$ cat config.mk
export PLATFORM = sky130hd
export DESIGN_NAME = sram_ctrl_flat
export DESIGN_NICKNAME = d
export VERILOG_FILES = /design/src/rtl/sram_pkg.sv /design/src/rtl/sram_ctrl_if.sv /design/src/rtl/sram_wait_timer.sv /design/src/rtl/sram_ctrl.sv /design/src/flat_wrapper.sv
export SDC_FILE = /design/constraint.sdc
export NUM_CORES = 1
export LEC_CHECK = 0
export CORE_ASPECT_RATIO = 1.4
export CORE_MARGIN = 2
export CORE_UTILIZATION = 44
export DETAILED_ROUTE_END_ITERATION = 16
export PLACE_DENSITY = 0.82
export SLEW_MARGIN = 10
export SYNTH_ARGS = -nofsm -noshare
export SYNTH_HDL_FRONTEND = slang
export SYNTH_SLANG_ARGS = --single-unit
$ cat constraint.sdc
create_clock -name i_clk -period 2.5 [get_ports i_clk]
set_input_delay 0.5 -clock i_clk [delete_from_list [all_inputs] [get_ports i_clk]]
set_output_delay 0.5 -clock i_clk [all_outputs]
set_load 0.05 [all_outputs]
$ cat src/rtl/sram_pkg.sv
// rtl/sram_pkg.sv - shared state encoding, pin levels and counter sizing for sram_ctrl
package sram_pkg;

    typedef enum logic [1:0] {
        IDLE,
        SETUP,
        ACCESS,
        HOLD
    } state_t;

    // Active-low strobes: PIN_OFF is the level that leaves the SRAM deselected.
    localparam logic PIN_OFF = 1'b1;
    localparam logic PIN_ON  = 1'b0;

    localparam int WAIT_CYCLES_DEFAULT = 2;
    localparam int WAIT_W              = $clog2(WAIT_CYCLES_DEFAULT + 1);

    function automatic int wait_width(input int cycles);
        return $clog2(cycles + 1);
    endfunction

endpackage

$ cat src/rtl/sram_ctrl_if.sv
// rtl/sram_ctrl_if.sv - request port and pad-side signals of sram_ctrl
interface sram_ctrl_if #(
    parameter int ADDR_WIDTH = 20,
    parameter int DATA_WIDTH = 8,
    parameter int LEN_WIDTH  = 4
);
    logic                  i_req;
    logic                  i_write;
    logic [ADDR_WIDTH-1:0] i_addr;
    logic [DATA_WIDTH-1:0] i_wdata;
    logic [LEN_WIDTH-1:0]  i_len;
    logic                  o_ready;
    logic [DATA_WIDTH-1:0] o_rdata;
    logic                  o_rvalid;
    logic                  o_wack;
    logic [ADDR_WIDTH-1:0] o_addr;
    logic [DATA_WIDTH-1:0] o_data;
    logic                  o_data_oe;
    logic [DATA_WIDTH-1:0] i_data;
    logic                  o_n_ce;
    logic                  o_n_oe;
    logic                  o_n_we;

    modport master (
        output i_req, i_write, i_addr, i_wdata, i_len, i_data,
        input  o_ready, o_rdata, o_rvalid, o_wack, o_addr, o_data, o_data_oe,
               o_n_ce, o_n_oe, o_n_we
    );

    modport slave (
        input  i_req, i_write, i_addr, i_wdata, i_len, i_data,
        output o_ready, o_rdata, o_rvalid, o_wack, o_addr, o_data, o_data_oe,
               o_n_ce, o_n_oe, o_n_we
    );
endinterface

$ cat src/rtl/sram_wait_timer.sv
// rtl/sram_wait_timer.sv - loadable down-counter, done high on the last cycle of the count
module sram_wait_timer
    import sram_pkg::*;
#(
    parameter int CYCLES = WAIT_CYCLES_DEFAULT,
    parameter int WIDTH  = wait_width(CYCLES)
) (
    input  logic clk,
    input  logic rst,
    input  logic load,
    output logic done
);
    logic [WIDTH-1:0] count;

    always_ff @(posedge clk or posedge rst) begin
        if (rst) begin
            count <= '0;
        end else if (load) begin
            count <= WIDTH'(CYCLES);
        end else if (count != '0) begin
            count <= count - 1'b1;
        end
    end

    assign done = (count == WIDTH'(1));
endmodule

$ cat src/rtl/sram_ctrl.sv
// rtl/sram_ctrl.sv - async SRAM controller with wait states and write setup/hold;
// incrementing read bursts are built only when SRAM_BURST_READ_EN is defined.
module sram_ctrl
    import sram_pkg::*;
#(
    parameter int ADDR_WIDTH  = 20,
    parameter int DATA_WIDTH  = 8,
    parameter int WAIT_CYCLES = 2,
    parameter int LEN_WIDTH   = 4
) (
    input  logic        i_clk,
    input  logic        i_reset,
    sram_ctrl_if.slave  bus
);
    state_t state;
    logic   is_write;
    logic   done;
    logic   load;
    logic   more;

    assign bus.o_ready = (state == IDLE);

`ifdef SRAM_BURST_READ_EN
    logic [LEN_WIDTH-1:0] beats;

    assign more = (beats != '0);

    always_ff @(posedge i_clk or posedge i_reset) begin
        if (i_reset) begin
            beats <= '0;
        end else if (state == IDLE && bus.i_req) begin
            beats <= bus.i_len;
        end else if (state == ACCESS && done && !is_write && more) begin
            beats <= beats - 1'b1;
        end
    end
`else
    logic unused_len;
    assign unused_len = ^bus.i_len[LEN_WIDTH-1:0];
    assign more       = 1'b0;
`endif

    // Reload on entry to ACCESS and again between burst beats so each beat gets a full window.
    assign load = (state == SETUP) || (state == ACCESS && done && !is_write && more);

    sram_wait_timer #(.CYCLES(WAIT_CYCLES)) u_timer (
        .clk  (i_clk),
        .rst  (i_reset),
        .load (load),
        .done (done)
    );

    always_ff @(posedge i_clk or posedge i_reset) begin
        if (i_reset) begin
            state         <= IDLE;
            is_write      <= 1'b0;
            bus.o_addr    <= ADDR_WIDTH'(0);
            bus.o_data    <= DATA_WIDTH'(0);
            bus.o_rdata   <= DATA_WIDTH'(0);
            bus.o_data_oe <= 1'b0;
            bus.o_rvalid  <= 1'b0;
            bus.o_wack    <= 1'b0;
            bus.o_n_ce    <= PIN_OFF;
            bus.o_n_oe    <= PIN_OFF;
            bus.o_n_we    <= PIN_OFF;
        end else begin
            bus.o_rvalid <= 1'b0;
            bus.o_wack   <= 1'b0;
            case (state)
                IDLE: begin
                    if (bus.i_req) begin
                        is_write   <= bus.i_write;
                        bus.o_addr <= bus.i_addr;
                        bus.o_n_ce <= PIN_ON;
                        if (bus.i_write) begin
                            bus.o_data    <= bus.i_wdata;
                            bus.o_data_oe <= 1'b1;
                        end else begin
                            bus.o_n_oe <= PIN_ON;
                        end
                        state <= SETUP;
                    end
                end
                SETUP: begin
                    if (is_write) begin
                        bus.o_n_we <= PIN_ON;
                    end
                    state <= ACCESS;
                end
                ACCESS: begin
                    if (done) begin
                        if (is_write) begin
                            bus.o_n_we <= PIN_OFF;
                            state      <= HOLD;
                        end else begin
                            bus.o_rdata  <= bus.i_data;
                            bus.o_rvalid <= 1'b1;
                            if (more) begin
                                bus.o_addr <= bus.o_addr + ADDR_WIDTH'(1);
                            end else begin
                                bus.o_n_ce <= PIN_OFF;
                                bus.o_n_oe <= PIN_OFF;
                                state      <= IDLE;
                            end
                        end
                    end
                end
                HOLD: begin
                    bus.o_wack    <= 1'b1;
                    bus.o_n_ce    <= PIN_OFF;
                    bus.o_data_oe <= 1'b0;
                    state         <= IDLE;
                end
                default: state <= IDLE;
            endcase
        end
    end
endmodule

$ cat src/flat_wrapper.sv
// flat-port wrapper written by rule: the top's interface ports become plain ports
module sram_ctrl_flat import sram_pkg::*;
#(
    parameter int ADDR_WIDTH  = 20,
    parameter int DATA_WIDTH  = 8,
    parameter int WAIT_CYCLES = 2,
    parameter int LEN_WIDTH   = 4
)
  (i_clk, i_reset, bus_i_req, bus_i_write, bus_i_addr, bus_i_wdata, bus_i_len, bus_i_data, bus_o_ready, bus_o_rdata, bus_o_rvalid, bus_o_wack, bus_o_addr, bus_o_data, bus_o_data_oe, bus_o_n_ce, bus_o_n_oe, bus_o_n_we);
  sram_ctrl_if #(.ADDR_WIDTH(ADDR_WIDTH), .DATA_WIDTH(DATA_WIDTH), .LEN_WIDTH(LEN_WIDTH)) bus_i ();
  input  logic i_clk;
  input  logic i_reset;
  input wire logic [$bits(bus_i.i_req)-1:0] bus_i_req;
  input wire logic [$bits(bus_i.i_write)-1:0] bus_i_write;
  input wire logic [$bits(bus_i.i_addr)-1:0] bus_i_addr;
  input wire logic [$bits(bus_i.i_wdata)-1:0] bus_i_wdata;
  input wire logic [$bits(bus_i.i_len)-1:0] bus_i_len;
  input wire logic [$bits(bus_i.i_data)-1:0] bus_i_data;
  output wire logic [$bits(bus_i.o_ready)-1:0] bus_o_ready;
  output wire logic [$bits(bus_i.o_rdata)-1:0] bus_o_rdata;
  output wire logic [$bits(bus_i.o_rvalid)-1:0] bus_o_rvalid;
  output wire logic [$bits(bus_i.o_wack)-1:0] bus_o_wack;
  output wire logic [$bits(bus_i.o_addr)-1:0] bus_o_addr;
  output wire logic [$bits(bus_i.o_data)-1:0] bus_o_data;
  output wire logic [$bits(bus_i.o_data_oe)-1:0] bus_o_data_oe;
  output wire logic [$bits(bus_i.o_n_ce)-1:0] bus_o_n_ce;
  output wire logic [$bits(bus_i.o_n_oe)-1:0] bus_o_n_oe;
  output wire logic [$bits(bus_i.o_n_we)-1:0] bus_o_n_we;
  assign bus_i.i_req = bus_i_req;
  assign bus_i.i_write = bus_i_write;
  assign bus_i.i_addr = bus_i_addr;
  assign bus_i.i_wdata = bus_i_wdata;
  assign bus_i.i_len = bus_i_len;
  assign bus_i.i_data = bus_i_data;
  assign bus_o_ready = bus_i.o_ready;
  assign bus_o_rdata = bus_i.o_rdata;
  assign bus_o_rvalid = bus_i.o_rvalid;
  assign bus_o_wack = bus_i.o_wack;
  assign bus_o_addr = bus_i.o_addr;
  assign bus_o_data = bus_i.o_data;
  assign bus_o_data_oe = bus_i.o_data_oe;
  assign bus_o_n_ce = bus_i.o_n_ce;
  assign bus_o_n_oe = bus_i.o_n_oe;
  assign bus_o_n_we = bus_i.o_n_we;
  sram_ctrl #(.ADDR_WIDTH(ADDR_WIDTH), .DATA_WIDTH(DATA_WIDTH), .WAIT_CYCLES(WAIT_CYCLES), .LEN_WIDTH(LEN_WIDTH)) u_core (.i_clk(i_clk), .i_reset(i_reset), .bus(bus_i));
endmodule
Yosys cells after proc, flatten, opt, wreduce, memory -nomap -nowiden
Index checks and enable logic that the tools add are counted.
- $add $sub $neg: 1
- reductions and logical operators: 15
- bitwise gates (word level): 1
- mux-type cells: 24
- equality and inequality tests: 11
- operator list (kind ; number):
    two-way mux 1 bit ; 14
    two-way mux 2 bit ; 5
    nonzero test 2 bit ; 5
    AND reduction 3 bit ; 3
    != test 2 bit, second input constant ; 4
    one-hot mux 2 bit (4 select lines) ; 1
    AND reduction 4 bit ; 2
    != test 2 x 1 -> 1 bit, second input constant ; 3
    one-hot mux 1 bit (2 select lines) ; 3
    AND reduction 5 bit ; 1
    == test 2 x 1 -> 1 bit, second input constant ; 2
    == test 2 bit, second input constant ; 2
    AND reduction 2 bit ; 2
    one-hot mux 1 bit (3 select lines) ; 1
    nonzero test 3 bit ; 1
    zero test 2 bit ; 1
    subtractor 2 x 1 -> 2 bit, second input constant ; 1
    inverter 1 bit ; 1
- output and inout port bits: 43
- word-level logic and storage cells: 64
- register bits after elaboration: 47
- input bits: 44

Logic depth before layout (Yosys ltp)
- depth after elaboration: 3
- mapped depth: 5
- gate-level depth less buffers: 4

Hierarchy
From an unflattened synthesis, not the netlist that was laid out.
- cells, all modules: 122
- area total of the unflattened synthesis: 1859.3 sq um
- by module, submodules not included (module ; seq. area each (sq um) ; area an instance (sq um) ; cells each ; times used):
    sram_ctrl ; 1129.8 ; 1740.4 ; 110 ; 1
    sram_wait_timer ; 50.0 ; 118.9 ; 12 ; 1

Worst setup path before layout
Ideal clock, no wire load.
- path type: register -> output
- start point: reg u_core.state[1]
- end point: out bus_o_ready
- arrival: 1245 ps
- path slack: 755 ps
- required time: 2000 ps
- buffers on the path: 1
- cell stages (with the launch flop): 3
- cell sequence: dfrtp_1 clkbuf_1 nor2_1
- cells in the longest elaborated chain, start to end: 1
- ends and longest elaborated chain (item ; RTL line ; RTL):
    start, declared ; sram_ctrl.sv:15 ; state_t state;
    start signal, assigned ; sram_ctrl.sv:55 ; state <= IDLE;
    start signal, assigned ; sram_ctrl.sv:81 ; state <= SETUP;
    start signal, assigned ; sram_ctrl.sv:88 ; state <= ACCESS;
    zero test 2 bit ; sram_ctrl.sv:21 ; assign bus.o_ready = (state == IDLE);
    end, declared ; flat_wrapper.sv:19 ; output wire logic [$bits(bus_i.o_ready)-1:0] bus_o_ready;
Every way passes these cells.

Worst setup path after layout
- start point: reg u_core.bus.o_n_ce
- end point: out bus_o_n_ce
- RTL lines (item ; RTL line ; RTL):
    start, declared ; sram_ctrl_if.sv:33 ; o_n_ce, o_n_oe, o_n_we
    start signal, assigned ; sram_ctrl.sv:63 ; bus.o_n_ce <= PIN_OFF;
    start signal, assigned ; sram_ctrl.sv:74 ; bus.o_n_ce <= PIN_ON;
    start signal, assigned ; sram_ctrl.sv:101 ; bus.o_n_ce <= PIN_OFF;
    end, declared ; flat_wrapper.sv:26 ; output wire logic [$bits(bus_i.o_n_ce)-1:0] bus_o_n_ce;
No word-level cell between the ends.

==> out/qor.txt <==
status - completed
core area - 4169 sq um
Compound-Gate Fraction of Synth Area - 3.119%
Hold Path Depth - 1
Max Cap Violations - 0
Bufs and invs on worst path - 1
clock sink count - 47
startpoint type of the worst setup path - flip-flop
r2r endpoint - u_core.bus.o_rdata[2]
clk_lat worst skew - 0.29 ns
main combinational cell family by area after synthesis - multiplexers
simple-gate portion of the synthesized area - 6.835%
Fin Clk Skew - 0.01077 ns
initial antenna violation count - 0
top cells by count, synth - dfrtp_1, mux2_2, inv_1
Seq/Total Area, Yosys - 62.57%
final hold vios - 0
initial DRC count - 14
total global-route track usage - 16.81%
Nets - 260
RePlAce Congestion - 0.7164
share of post-route cells with drive strength above 1 - 26.17%
crit path max fanout - 3
Worst R2R Path Depth - 5
CP top delay family - buffers and inverters
ys async rst share - 100.0%
DP HPWL - 3084 um
Die Y - 81.46 um
crit path DAT - 1.66 ns
area delta synth->final - 53.15%
Critical Setup Path Class - reg2out
distinct cell type count after synthesis - 29
Post-Place Worst Slack - 0.4149 ns
Final min period - 2.161 ns
chip width - 59.33 um
RSZ-0062 raised after global routing - no
PortBufs - 82
CP Capture Type - output pin
Routed Antenna Nets - 0
slowest cell delay on critical path - 0.82 ns
Adder-Cell Fraction of Synth Area - 1.991%
most area-hungry cell type in the Yosys netlist - dfrtp_1
fillers - 308
most numerous cell in the Yosys netlist - dfrtp_1
Bufs on Longest Clock Path - 2
worst min path class - reg2reg
Reg clk slew, reported paths - 0.09 ns
Syn Nets - 171
min-delay src - u_core.bus.o_data_oe
Synth Register Bits - 47
number of flops mapped to enable cells by yosys - 0
VDD IR max - 0.7722 mV
hold path endpoint - u_core.bus.o_data_oe
wire length per cell - 15.41 um
Syn Inst Count - 124
# resized after CTS - 0
H-tree Lvls - 2
starting density of the core - 45.23%
Slowest cell on crit path - clkdlybuf4s50_1
Achievable Freq - 462.7 MHz
CTS buffer count - 5
first-pass GRT wire length - 5927 um
Critical Path, Cell by Cell - clkdlybuf4s50_1
crit share post-route - 86.45%
post-route setup slack - 0.3386 ns
CTS hold repair buffers - 0
root buffer cell - clkbuf_8
mux contribution to synthesized area - 22.10%
top-area cell type share of the netlist area - 58.39%
dominant synthesized flop cell - dfrtp_1
Mean Syn Cell Area - 15.21 sq um
routed vias - 1299
final setup vio count - 0
Critical R2R Launch - u_core.u_timer.count[1]
Area contributors post-synth - dfrtp_1, mux2_2, dfstp_2
Synth warnings - 0
vias in the first global route - 1380
leakage power - 1.230 nW
Slew headroom - 65.39%
total grt overflow - 0
post-synthesis xor/xnor area fraction - 0.4645%
Diodes inserted - 0
Post-Route Setup TNS - 0 ns
Pre-Repair DR Iteration Count - 2
Die ar. - 4832 sq um
Avg Vias per Cell - 5.015
CTS tree - yes
r2r setup slk - 0.84 ns
Pwr Density - 1566 nW/um^2
I/O pins - 87
worst path required time - 2.00 ns
row cnt - 28
worst-margin pin slew - 0.5175 ns
largest net degree at the start of global routing - 26
Post-Route WL - 3990 um
Syn Std Cell Area - 1886 sq um
Max Slew Vio Count - 0
DRC violations left - 0
setup repair bufs after CTS - 0
cells in the final DEF, fill, tap and decap left out, types with 2 or more instances in the layout:
master	netlist	final
clkdlybuf4s50_1	0	82
dfrtp_1	44	44
mux2_2	36	36
clkbuf_8	0	6
buf_4	2	4
nor2b_1	3	3
nand2b_1	3	3
nor2_1	3	3
inv_1	4	3
ha_1	3	3
dfstp_2	3	3
nor4bb_1	2	2
a21o_1	2	2
buf_12	0	2
area by class of cell:
class / count / area, sq um / area share [%]
Timing Repair Buffer: 88 / 890.9 / 30.85
Sequential cell: 47 / 1180 / 40.86
Multi-Input combinational cell: 67 / 650.6 / 22.53
Clock inverter: 1 / 8.758 / 0.3033
Inverter: 4 / 15.01 / 0.5199
Clock buffer: 7 / 86.33 / 2.990
Tap cell: 45 / 56.30 / 1.950
flip-flops by register name, summed over array words and instances (netlist names):
name                  flops
u_core.bus.o_n_ce         1
u_core.bus.o_data_oe      1
u_core.is_write           1
u_core.bus.o_data         8
u_core.bus.o_n_oe         1
u_core.state              2
u_core.u_timer.count      2
u_core.bus.o_wack         1
u_core.bus.o_rdata        8
u_core.bus.o_n_we         1
u_core.bus.o_rvalid       1
u_core.bus.o_addr        20
metrics by stage:
| stage | utilization, % | hold slack (ns) | area, sq um | instances | total power, mW |
|---|---|---|---|---|---|
| finish | 69.27 | 0.4953 | 2888 | 259 | 4.522 |
| CTS | 69.27 | 0.4929 | 2888 | 259 | 4.568 |
| global placement | 66.99 | 0.4655 | 2793 | 251 | 4.018 |
| global route | 69.27 | 0.5026 | 2888 | 259 | 4.740 |
| detailed placement | 66.99 | 0.4689 | 2793 | 251 | 4.089 |
| floorplan | - | 0.5242 | 1886 | 124 | 3.168 |
where the power goes:
part	internal (mW)	switching, mW
sequential	1.14	0.206
clock	0.227	0.241
combinational	1.05	1.65
per-layer routing:
| metal | up-vias | global-route usage (%) | part of all wire, % |
|---|---|---|---|
| met5 | - | 0 | 0 |
| met4 | 0 | 6.591 | 1.6 |
| met3 | 7 | 7.087 | 8.9 |
| met2 | 60 | 30.33 | 53 |
| met1 | 630 | 16.58 | 36 |
| li1 | 602 | - | - |
cell families after synthesis:
group,Yosys count
XOR/XNOR,1
multiplexers,37
AND/OR/NAND/NOR,18
AO/OA/AOI/OAI,8
buffers and inverters,10
flip-flops,47
adder cells (fa/ha/maj),3
how the worst max path moves through the flow:
stage | slack [ns] | end | depth (start not counted) | from
2_1_floorplan | 0.75 | bus_o_ready | 2 | u_core.state[1]
3_3_place_gp | 0.46 | u_core.bus.o_addr[7] | 4 | bus_i_req
3_5_place_dp | 0.41 | u_core.bus.o_addr[19] | 4 | bus_i_req
4_1_cts | 0.33 | bus_o_n_ce | 1 | u_core.bus.o_n_ce
5_1_grt | 0.29 | bus_o_n_ce | 1 | u_core.bus.o_n_ce
6_report | 0.34 | bus_o_n_ce | 1 | u_core.bus.o_n_ce
(Power assumes the default switching activity.)
